### src/rtl/i2s_adc_capture.sv
// I2S ADC-path receiver: deserialises codec-mastered stereo frames into 32-bit words behind a
// read-stream FIFO (rden/empty/data). Optional peak meter enabled by I2S_ADC_CAPTURE_PEAK_EN.
module i2s_adc_capture #(
    parameter int SAMPLE_WIDTH = 24,
    parameter int FIFO_AW      = 4
) (
    input  logic        clk,
    input  logic        rst_b,
    input  logic        en,
    input  logic        i2s_bclk,
    input  logic        i2s_lrclk,
    input  logic        i2s_sdata,
    input  logic        rden,
    output logic        empty,
    output logic [31:0] data,
    output logic        overflow
`ifdef I2S_ADC_CAPTURE_PEAK_EN
    ,
    input  logic        peak_clr,
    output logic [15:0] peak
`endif
);

    localparam int SW    = SAMPLE_WIDTH;
    localparam int CW    = 6;
    localparam int IW    = $clog2(SW);
    localparam int DEPTH = 1 << FIFO_AW;

    typedef enum logic [1:0] {
        HUNT  = 2'd0,
        DELAY = 2'd1,
        SHIFT = 2'd2,
        HOLD  = 2'd3
    } state_t;

    // ------------------------------------------------------------------
    // Input synchronisers and bclk rising-edge strobe
    // ------------------------------------------------------------------
    logic [2:0] bclk_sync_reg;
    logic [1:0] lr_sync_reg;
    logic [1:0] sd_sync_reg;
    logic       bclk_rise;
    logic       lr_s;
    logic       sd_s;

    always_ff @(posedge clk or negedge rst_b) begin
        if (!rst_b) begin
            bclk_sync_reg <= '0;
            lr_sync_reg   <= '0;
            sd_sync_reg   <= '0;
        end else begin
            bclk_sync_reg <= {bclk_sync_reg[1:0], i2s_bclk};
            lr_sync_reg   <= {lr_sync_reg[0], i2s_lrclk};
            sd_sync_reg   <= {sd_sync_reg[0], i2s_sdata};
        end
    end

    assign bclk_rise = bclk_sync_reg[1] & ~bclk_sync_reg[2];
    assign lr_s      = lr_sync_reg[1];
    assign sd_s      = sd_sync_reg[1];

    // ------------------------------------------------------------------
    // Channel FSM
    // ------------------------------------------------------------------
    state_t          state_reg, state_next;
    logic [SW-1:0]   shift_reg, shift_next;
    logic [CW-1:0]   count_reg, count_next;
    logic            chan_reg, chan_next;
    logic            lr_prev_reg;
    logic            lr_change;
    logic            lr_fall;
    logic            close_word;
    logic [IW-1:0]   bit_idx;

    assign lr_change = bclk_rise & (lr_s != lr_prev_reg);
    assign lr_fall   = bclk_rise & lr_prev_reg & ~lr_s;
    assign bit_idx   = IW'(SW - 1) - IW'(count_reg);

    // The one-bit I2S delay is the bclk on which the lrclk change is seen, so the
    // DELAY state already receives the MSB of the new channel.
    always_comb begin
        state_next = state_reg;
        shift_next = shift_reg;
        count_next = count_reg;
        chan_next  = chan_reg;
        close_word = 1'b0;
        if (!en) begin
            state_next = HUNT;
            shift_next = '0;
            count_next = '0;
        end else if (bclk_rise) begin
            case (state_reg)
                HUNT: begin
                    if (lr_fall) begin
                        state_next = DELAY;
                        chan_next  = 1'b0;
                    end
                end
                DELAY: begin
                    if (lr_change) begin
                        chan_next = lr_s;
                    end else begin
                        shift_next         = '0;
                        shift_next[SW - 1] = sd_s;
                        count_next         = CW'(1);
                        state_next         = SHIFT;
                    end
                end
                SHIFT: begin
                    shift_next[bit_idx] = sd_s;
                    count_next          = count_reg + CW'(1);
                    if (lr_change) begin
                        close_word = 1'b1;
                        state_next = DELAY;
                        chan_next  = lr_s;
                    end else if (count_reg == CW'(SW - 1)) begin
                        close_word = 1'b1;
                        state_next = HOLD;
                    end
                end
                HOLD: begin
                    if (lr_change) begin
                        state_next = DELAY;
                        chan_next  = lr_s;
                    end
                end
                default: state_next = HUNT;
            endcase
        end
    end

    // ------------------------------------------------------------------
    // Frame assembly: left word held until its right partner closes
    // ------------------------------------------------------------------
    logic [15:0] left_hold_reg;
    logic        left_valid_reg;
    logic        push_reg;
    logic [31:0] push_data_reg;

    always_ff @(posedge clk or negedge rst_b) begin
        if (!rst_b) begin
            state_reg      <= HUNT;
            shift_reg      <= '0;
            count_reg      <= '0;
            chan_reg       <= 1'b0;
            lr_prev_reg    <= 1'b0;
            left_hold_reg  <= '0;
            left_valid_reg <= 1'b0;
            push_reg       <= 1'b0;
            push_data_reg  <= '0;
        end else begin
            state_reg <= state_next;
            shift_reg <= shift_next;
            count_reg <= count_next;
            chan_reg  <= chan_next;
            push_reg  <= 1'b0;
            if (bclk_rise) begin
                lr_prev_reg <= lr_s;
            end
            if (!en) begin
                left_valid_reg <= 1'b0;
            end else if (close_word) begin
                if (!chan_reg) begin
                    left_hold_reg  <= shift_next[SW-1 -: 16];
                    left_valid_reg <= 1'b1;
                end else begin
                    if (left_valid_reg) begin
                        push_reg      <= 1'b1;
                        push_data_reg <= {left_hold_reg, shift_next[SW-1 -: 16]};
                    end
                    left_valid_reg <= 1'b0;
                end
            end
        end
    end

    // ------------------------------------------------------------------
    // Frame FIFO with registered (non-FWFT) read port
    // ------------------------------------------------------------------
    logic [31:0]      mem [DEPTH];
    logic [FIFO_AW:0] wptr_reg;
    logic [FIFO_AW:0] rptr_reg;
    logic             full;
    logic             pop;
    logic             push_ok;
    logic [31:0]      data_reg;
    logic             overflow_reg;

    assign empty   = (wptr_reg == rptr_reg);
    assign full    = (wptr_reg[FIFO_AW] != rptr_reg[FIFO_AW]) &&
                     (wptr_reg[FIFO_AW-1:0] == rptr_reg[FIFO_AW-1:0]);
    assign pop     = en & rden & ~empty;
    // A pop in the same cycle frees the slot, so a push into a full FIFO still lands.
    assign push_ok = en & push_reg & (~full | pop);

    always_ff @(posedge clk) begin
        if (push_ok) begin
            mem[wptr_reg[FIFO_AW-1:0]] <= push_data_reg;
        end
    end

    always_ff @(posedge clk or negedge rst_b) begin
        if (!rst_b) begin
            wptr_reg     <= '0;
            rptr_reg     <= '0;
            data_reg     <= '0;
            overflow_reg <= 1'b0;
        end else if (!en) begin
            wptr_reg     <= '0;
            rptr_reg     <= '0;
            overflow_reg <= 1'b0;
        end else begin
            if (push_ok) begin
                wptr_reg <= wptr_reg + 1'b1;
            end
            if (push_reg && !push_ok) begin
                overflow_reg <= 1'b1;
            end
            if (pop) begin
                rptr_reg <= rptr_reg + 1'b1;
                data_reg <= mem[rptr_reg[FIFO_AW-1:0]];
            end
        end
    end

    assign data     = data_reg;
    assign overflow = overflow_reg;

`ifdef I2S_ADC_CAPTURE_PEAK_EN
    // ------------------------------------------------------------------
    // Peak |left| meter over pushed frames
    // ------------------------------------------------------------------
    logic [15:0] left_top;
    logic [15:0] mag;
    logic [15:0] peak_reg;

    assign left_top = push_data_reg[31:16];

    always_comb begin
        mag = left_top;
        if (left_top[15]) begin
            mag = (left_top == 16'h8000) ? 16'h7FFF : (~left_top + 16'd1);
        end
    end

    always_ff @(posedge clk or negedge rst_b) begin
        if (!rst_b) begin
            peak_reg <= '0;
        end else if (peak_clr) begin
            peak_reg <= push_ok ? mag : 16'h0000;
        end else if (push_ok && (mag > peak_reg)) begin
            peak_reg <= mag;
        end
    end

    assign peak = peak_reg;
`endif

endmodule

### config.mk
export PLATFORM = sky130hd
export DESIGN_NAME = i2s_adc_capture
export DESIGN_NICKNAME = d
export VERILOG_FILES = /design/src/rtl/i2s_adc_capture.sv
export SDC_FILE = /design/constraint.sdc
export NUM_CORES = 1
export LEC_CHECK = 0
export CAP_MARGIN = 20
export CORE_UTILIZATION = 45
export DETAILED_ROUTE_END_ITERATION = 8
export SYNTH_ARGS = -nofsm -noshare
export SYNTH_HDL_FRONTEND = slang
export SYNTH_SLANG_ARGS = --single-unit
### constraint.sdc
create_clock -name clk -period 6.5 [get_ports clk]
set_input_delay 1.3 -clock clk [delete_from_list [all_inputs] [get_ports clk]]
set_output_delay 1.3 -clock clk [all_outputs]
set_load 0.03 [all_outputs]
==> Word-level counts from Yosys, hierarchy flattened <==
Memory sizes are Yosys's and may differ from the RTL's. A register that Yosys moved wholly into a read port is not among the register bits.
Index checks and enable logic that the tools add are counted.
{ "op_classes": {"n_eq_ne": 20, "n_bitwise": 14, "n_addsub": 4, "n_mux": 42, "order_cmp": 2, "reduce_logical": 13} }
{ "ops": {"columns": ["op", "n"], "rows": [
  ["$mux 24", 3],
  ["$pmux 24 s2", 1],
  ["$bwmux 24", 1],
  ["$mux 5", 4],
  ["$mux 1", 19],
  ["$mux 6", 3],
  ["$mux 2", 7],
  ["$ne 2x1->1 const B", 6],
  ["$pmux 6 s2", 1],
  ["$add 5x1->5 const B", 2],
  ["$ne 3x3->1 const B", 3],
  ["$and 1x1->1", 8],
  ["$pmux 2 s4", 1],
  ["$reduce_and 4->1", 2],
  ["$add 6x1->6 const B", 1],
  ["$eq 6x5->1 const B", 1],
  ["$lt 5x6->1 const B", 1],
  ["$reduce_and 3->1", 2],
  ["$demux 1 s5", 1],
  ["$eq 5x5->1", 1],
  ["$ge 5x1->1 const B", 1],
  ["$not 1->1", 5],
  ["$reduce_and 5->1", 1],
  ["$sub 5x5->5 const A", 1],
  ["other kinds (14)", 19]
]} }
{ "totals": {"memories": 1, "in_bits": 7, "out_inout_bits": 34, "ram_bits": 512, "reg_bits": 102, "wordCells": 112} }
{ "mem_list": {"columns": ["memory", "depth", "word_bits", "rd", "rd_ports_with_merged_regs", "wr", "line_no", "text"], "rows": [
  ["mem", 16, 32, 1, 1, 1, "180", "logic [31:0] mem [DEPTH];"]
]} }

==> Logic depth before layout (Yosys ltp) <==
{ "logic_depth": {"ltp_word": 9, "depth_mapped": 8, "mapped_depth_nobuf": 7} }

==> Worst setup path after synthesis <==
OpenSTA, ideal clock, no wires.
{ "synth_timing": {"kind": "input port to flip-flop", "startpoint": "input en", "endpoint": "memory mem[10][0], enable pin", "t_required_ps": 5987, "setup_ps": 513, "arrival_time_ps": 5321, "path_stages": 4, "path_slack_ps": 666, "n_path_buf": 2, "cell_sequence": "clkbuf_1 clkbuf_1 nand2_1 nor4b_1"} }
{ "synth_between": {"elab_chain_len": 6, "word_cells_on_any_way": 7, "classes_between": "mux: 2; bitwise: 5"} }
{ "synth_rtl": {"columns": ["item", "line_no", "text"], "rows": [
  ["start: declaration", "9", "input logic en,"],
  ["$and 1x1->1 (2 in a row)", "192", "assign pop = en & rden & ~empty;"],
  ["$or 1x1->1", "194", "assign push_ok = en & push_reg & (~full | pop);"],
  ["$and 1x1->1 (*)", "194", null],
  ["$mux 1 (*)", "197", "if (push_ok) begin"],
  ["$mux 1 (not written as such) (*)", "198", "mem[wptr_reg[FIFO_AW-1:0]] <= push_data_reg;"],
  ["end: declaration", "180", null]
]} }
Every way passes the cells marked *; elsewhere a longest branch is shown, timed or not.

==> Worst setup path in the final report <==
{ "layout_timing": {"startpoint": "register rptr_reg[3]", "endpoint": "output empty"} }
{ "layout_between": {"elab_chain_len": 1} }
{ "layout_rtl": {"columns": ["item", "line_no", "text"], "rows": [
  ["start: declaration", "182", "logic [FIFO_AW:0] rptr_reg;"],
  ["start signal: assignment", "220", "rptr_reg <= rptr_reg + 1'b1;"],
  ["$eq 5x5->1", "189", "assign empty = (wptr_reg == rptr_reg);"],
  ["end: declaration", "14", "output logic empty,"]
]} }
Every way passes these cells.

==> summary by stage <==
Status
The run finished with clean final reports.

Pwr
The maximum resistive drop on vdd is 0.1772 mV. After layout, the design draws a total of around 8.5 mW. The analysis attributes to cell leakage a power of about 10 nW.

The ratio of total power to cell area is 296.5 nW/um^2.

Detailed routing
The initial DRC count is between 800 and 900. The count of nets left with antenna violations once routing finished came out at 0. The total wire length is 52820 um.

Dividing the detail-routed via count by the number of cells gives around 5.6. The pre-antenna-repair detailed-routing pass consisted of 5 iterations. After detailed routing, the number of remaining DRC violations is 0. The average wire length per cell after detail routing is between 20 and 25 um. The overall via count from detail_route is 12450.

Place
The pre-CTS setup slack is 2559 ps. The final estimated routing congestion in global placement is 0.7558. Including well taps, the total number of placed cells is 2109.

In this run the tool buffered the top-level ports with 40 buffer cells. The total half-perimeter wirelength after legalization and detailed placement is 28900 um. After detailed placement, the total cell area comes to 26290 sq um.

Timing
Timing would allow up to 239.9 MHz. The minimum setup slack in the final design is 2332 ps. Setup violations remaining at the end of the flow were counted as 0. Hold timing on the final database bottoms out at a slack of 345.5 ps. For the pin with the worst max-slew slack, the measured transition is ~1100 ps. The worst path uses 64.13% of the clock period.

The worst pin sits at a relative slew slack of about a quarter. The clock skew is 23.82 ps. The number of max-slew violations in the final report is 0. The hold violation total from the final report is 0. Setup repair after global routing left no endpoint under its margin. For the final routed database, the setup TNS stands at 0 ps. The final critical delay including setup and external delays is 4168 ps.

Clock tree
The H-tree level count is 3. The TritonCTS clock tree is yes. The clock-pin slew on the worst setup and hold paths is about 60 ps. Buffers inserted during clock tree synthesis total 69.

The number of setup buffers added after CTS is 0. The tree built by TritonCTS fans out to 638 sinks. The post-cts sizing count is 0. The number of buffers inserted for hold repair after clock tree synthesis is 0. No sink is reached through more buffers than the 3 on the longest clock path. The clock latency on the worst-skew pair is between 500 and 600 ps. In this run the clock root is driven by a sky130_fd_sc_hd__clkbuf_16.

Hold path
The class of the most critical hold timing path is flop to flop.

Yosys
The number of synthesized register bits is 638. In the post-synthesis netlist, the biggest area contributors are sky130_fd_sc_hd__edfxtp_1 61%, sky130_fd_sc_hd__dfrtp_1 13%, sky130_fd_sc_hd__mux4_2 8.6%, sky130_fd_sc_hd__mux2_2 2.5%, sky130_fd_sc_hd__nor2b_1 1.8%. The distinct cell type count after synthesis is 49. Counting flops with an async set or reset pin after synthesis yields a share of 19.75%. The share of Yosys cell area claimed by the top area cell type is 61.13%. Synthesis handed over a netlist of ~1400 instances. After synthesis the cells add up to 25150 sq um.

The post-synthesis area per instance is 18.12 sq um. The number of warnings issued by yosys is 0. For this run, the leading register cell type out of synthesis is sky130_fd_sc_hd__edfxtp_1. The cell type with the largest total area after synthesis is sky130_fd_sc_hd__edfxtp_1. The synthesized design contains 512 enable-type register cells. The net count after synthesis is 1410. The part of the Yosys area used for sequential elements is 73.66%.

Global routing
The pin count of the biggest net entering global routing is 85. The first global-routing pass estimated 80390 um of wire. After global routing the overflow that remains totals 0.

The initial antenna violation count is 0. The number of global-route vias before repair is 13090. In the global route stage, overall resource usage came out at 19.23%.

Cells and area
The total non-filler cell area in the finished layout is 28500 sq um. The net count of the finished layout is 1456. The diode insertion count for antenna repair is 0. Cells fill 51.63% of the core in the end. The signed area change from the synthesized netlist to the final layout is 13.32%.

Counting the fill cells in the layout gives 4436. The register with the most flip-flops in the layout has 512 of them. The number of non-filler instances in the completed layout is 2236.

The fraction of layout cells with a size suffix above 1 is a little over a fifth.

Floorplan
The number of top-level pins is 41. The initial utilization of the core area, before any placement, comes to 45.57%. The die boundary height is approximately 240 um. The area of the core is roughly 55000 sq um. The die is around 240 um wide. Row generation in the floorplan step produced between 80 and 90 rows.

The full die area is 56840 sq um.

Worst setup path
In this run the critical register-to-register path is captured at mem[4][8]$_DFFE_PP_. The kind of capture point of the worst setup path is a primary output. The worst setup path is launched from a flop.

The most critical setup path has its startpoint at rptr_reg[3]$_DFFE_PN0P_. Data arrives at the worst endpoint at 2870 ps. The critical path ends at empty.

The start-to-end type of the worst setup path is flop to primary output. The setup check on the worst reg-to-reg path leaves a slack of around 3200 ps. Of all nets on the critical path, the largest fanout is 68. Data on the critical path is required at its endpoint by 5200 ps. The number of cells traversed by the worst register-to-register path is 7. The startpoint identified for the worst register-to-register timing path is rptr_reg[3]$_DFFE_PN0P_.

Job
Max-cap violations in this run came to 0.
routing by layer:
layer	global-route usage, %	vias up	wire length (um)
li1	-	5586	-
met1	26.51	6507	23450
met2	31.34	265	25670
met3	3.286	96	2399
met4	6.061	0	1294
met5	0	-	0
cell families (layout without fill, tap and decap cells):
family | after synthesis | count (layout) | share of synthesized area (%)
AOI/OAI and AO/OA | 198 | 198 | 5.129
xor gates and xnor gates | 11 | 11 | 0.3831
adders and majority gates | 15 | 15 | 0.7462
buffers and inverters | 93 | 193 | 1.721
DFF | 638 | 638 | 73.66
muxes | 213 | 213 | 13.90
and+or+nand+nor | 220 | 220 | 4.457
power breakdown:
part	leakage, nW	switching (mW)	internal (mW)
clock network	1.05	1.56	2.16
registers	7.31	0.0324	4.41
logic	2.09	0.170	0.111
total	10.5	1.77	6.69
worst min-delay path by stage:
stage,from,end,slack (ps),cells after the start
2_1_floorplan,bclk_sync_reg[0]$_DFF_PN0_,bclk_sync_reg[1]$_DFF_PN0_,330,0
3_3_place_gp,sd_sync_reg[0]$_DFF_PN0_,sd_sync_reg[1]$_DFF_PN0_,330,0
3_5_place_dp,sd_sync_reg[0]$_DFF_PN0_,sd_sync_reg[1]$_DFF_PN0_,340,0
4_1_cts,sd_sync_reg[0]$_DFF_PN0_,sd_sync_reg[1]$_DFF_PN0_,350,0
5_1_grt,sd_sync_reg[0]$_DFF_PN0_,sd_sync_reg[1]$_DFF_PN0_,350,0
6_report,sd_sync_reg[0]$_DFF_PN0_,sd_sync_reg[1]$_DFF_PN0_,350,0
placed cells by master (no fill, tap or decap), types with 3 or more instances in the layout:
master / instances
sky130_fd_sc_hd__clkbuf_1: 17
sky130_fd_sc_hd__nand2_1: 50
sky130_fd_sc_hd__a211oi_1: 34
sky130_fd_sc_hd__a21oi_1: 84
sky130_fd_sc_hd__nor2b_1: 72
sky130_fd_sc_hd__nor2_1: 50
sky130_fd_sc_hd__nor3_1: 6
sky130_fd_sc_hd__mux2_4: 17
sky130_fd_sc_hd__clkinv_2: 10
sky130_fd_sc_hd__clkdlybuf4s50_1: 39
sky130_fd_sc_hd__mux2i_1: 37
sky130_fd_sc_hd__o22ai_1: 13
sky130_fd_sc_hd__mux2_1: 7
sky130_fd_sc_hd__o21ai_0: 12
sky130_fd_sc_hd__edfxtp_1: 512
sky130_fd_sc_hd__xor2_1: 3
sky130_fd_sc_hd__a21boi_0: 4
sky130_fd_sc_hd__clkinvlp_4: 3
sky130_fd_sc_hd__a2111oi_0: 32
sky130_fd_sc_hd__inv_1: 11
sky130_fd_sc_hd__ha_1: 15
sky130_fd_sc_hd__o211ai_1: 6
sky130_fd_sc_hd__inv_6: 4
sky130_fd_sc_hd__buf_4: 14
sky130_fd_sc_hd__dfrtp_1: 122
sky130_fd_sc_hd__mux2_2: 56
sky130_fd_sc_hd__clkinv_1: 11
sky130_fd_sc_hd__and2_2: 3
sky130_fd_sc_hd__xnor2_1: 8
sky130_fd_sc_hd__clkbuf_8: 4
sky130_fd_sc_hd__and3_2: 8
sky130_fd_sc_hd__a22o_1: 3
sky130_fd_sc_hd__nand3_1: 10
sky130_fd_sc_hd__clkbuf_16: 72
sky130_fd_sc_hd__mux4_2: 96
area by class of cell:
type | count | area (sq um) | area share [%]
clock buffers | 93 | 1921 | 6.738
clock inverters | 32 | 234.0 | 0.8209
multi-input cells | 657 | 6251 | 21.93
well taps | 748 | 935.9 | 3.284
repair buffers | 57 | 581.8 | 2.041
inverters | 11 | 41.29 | 0.1449
flip-flops and latches | 638 | 18540 | 65.04
Yosys cell counts, drive strengths merged, types with 4 or more instances:
| library cell | instances |
|---|---|
| a21oi | 84 |
| o21ai | 13 |
| a21boi | 4 |
| buf | 37 |
| nand2 | 50 |
| clkbuf | 45 |
| edfxtp | 512 |
| nor2 | 51 |
| mux4 | 96 |
| nor3 | 6 |
| a211oi | 34 |
| inv | 11 |
| o22ai | 13 |
| and3 | 10 |
| and2 | 5 |
| mux2i | 37 |
| o211ai | 6 |
| xnor2 | 8 |
| nand3 | 10 |
| mux2 | 80 |
| nor2b | 72 |
| ha | 15 |
| dfrtp | 126 |
| a2111oi | 32 |
worst max-delay path, stage by stage, from the launching register on:
cell and delay [ps]:
sky130_fd_sc_hd__dfrtp_2 340, sky130_fd_sc_hd__buf_4 650, sky130_fd_sc_hd__xnor2_1 190, sky130_fd_sc_hd__nand4_1 250, sky130_fd_sc_hd__nor2_1 160, sky130_fd_sc_hd__clkdlybuf4s50_1 690
(Power assumes the default switching activity.)
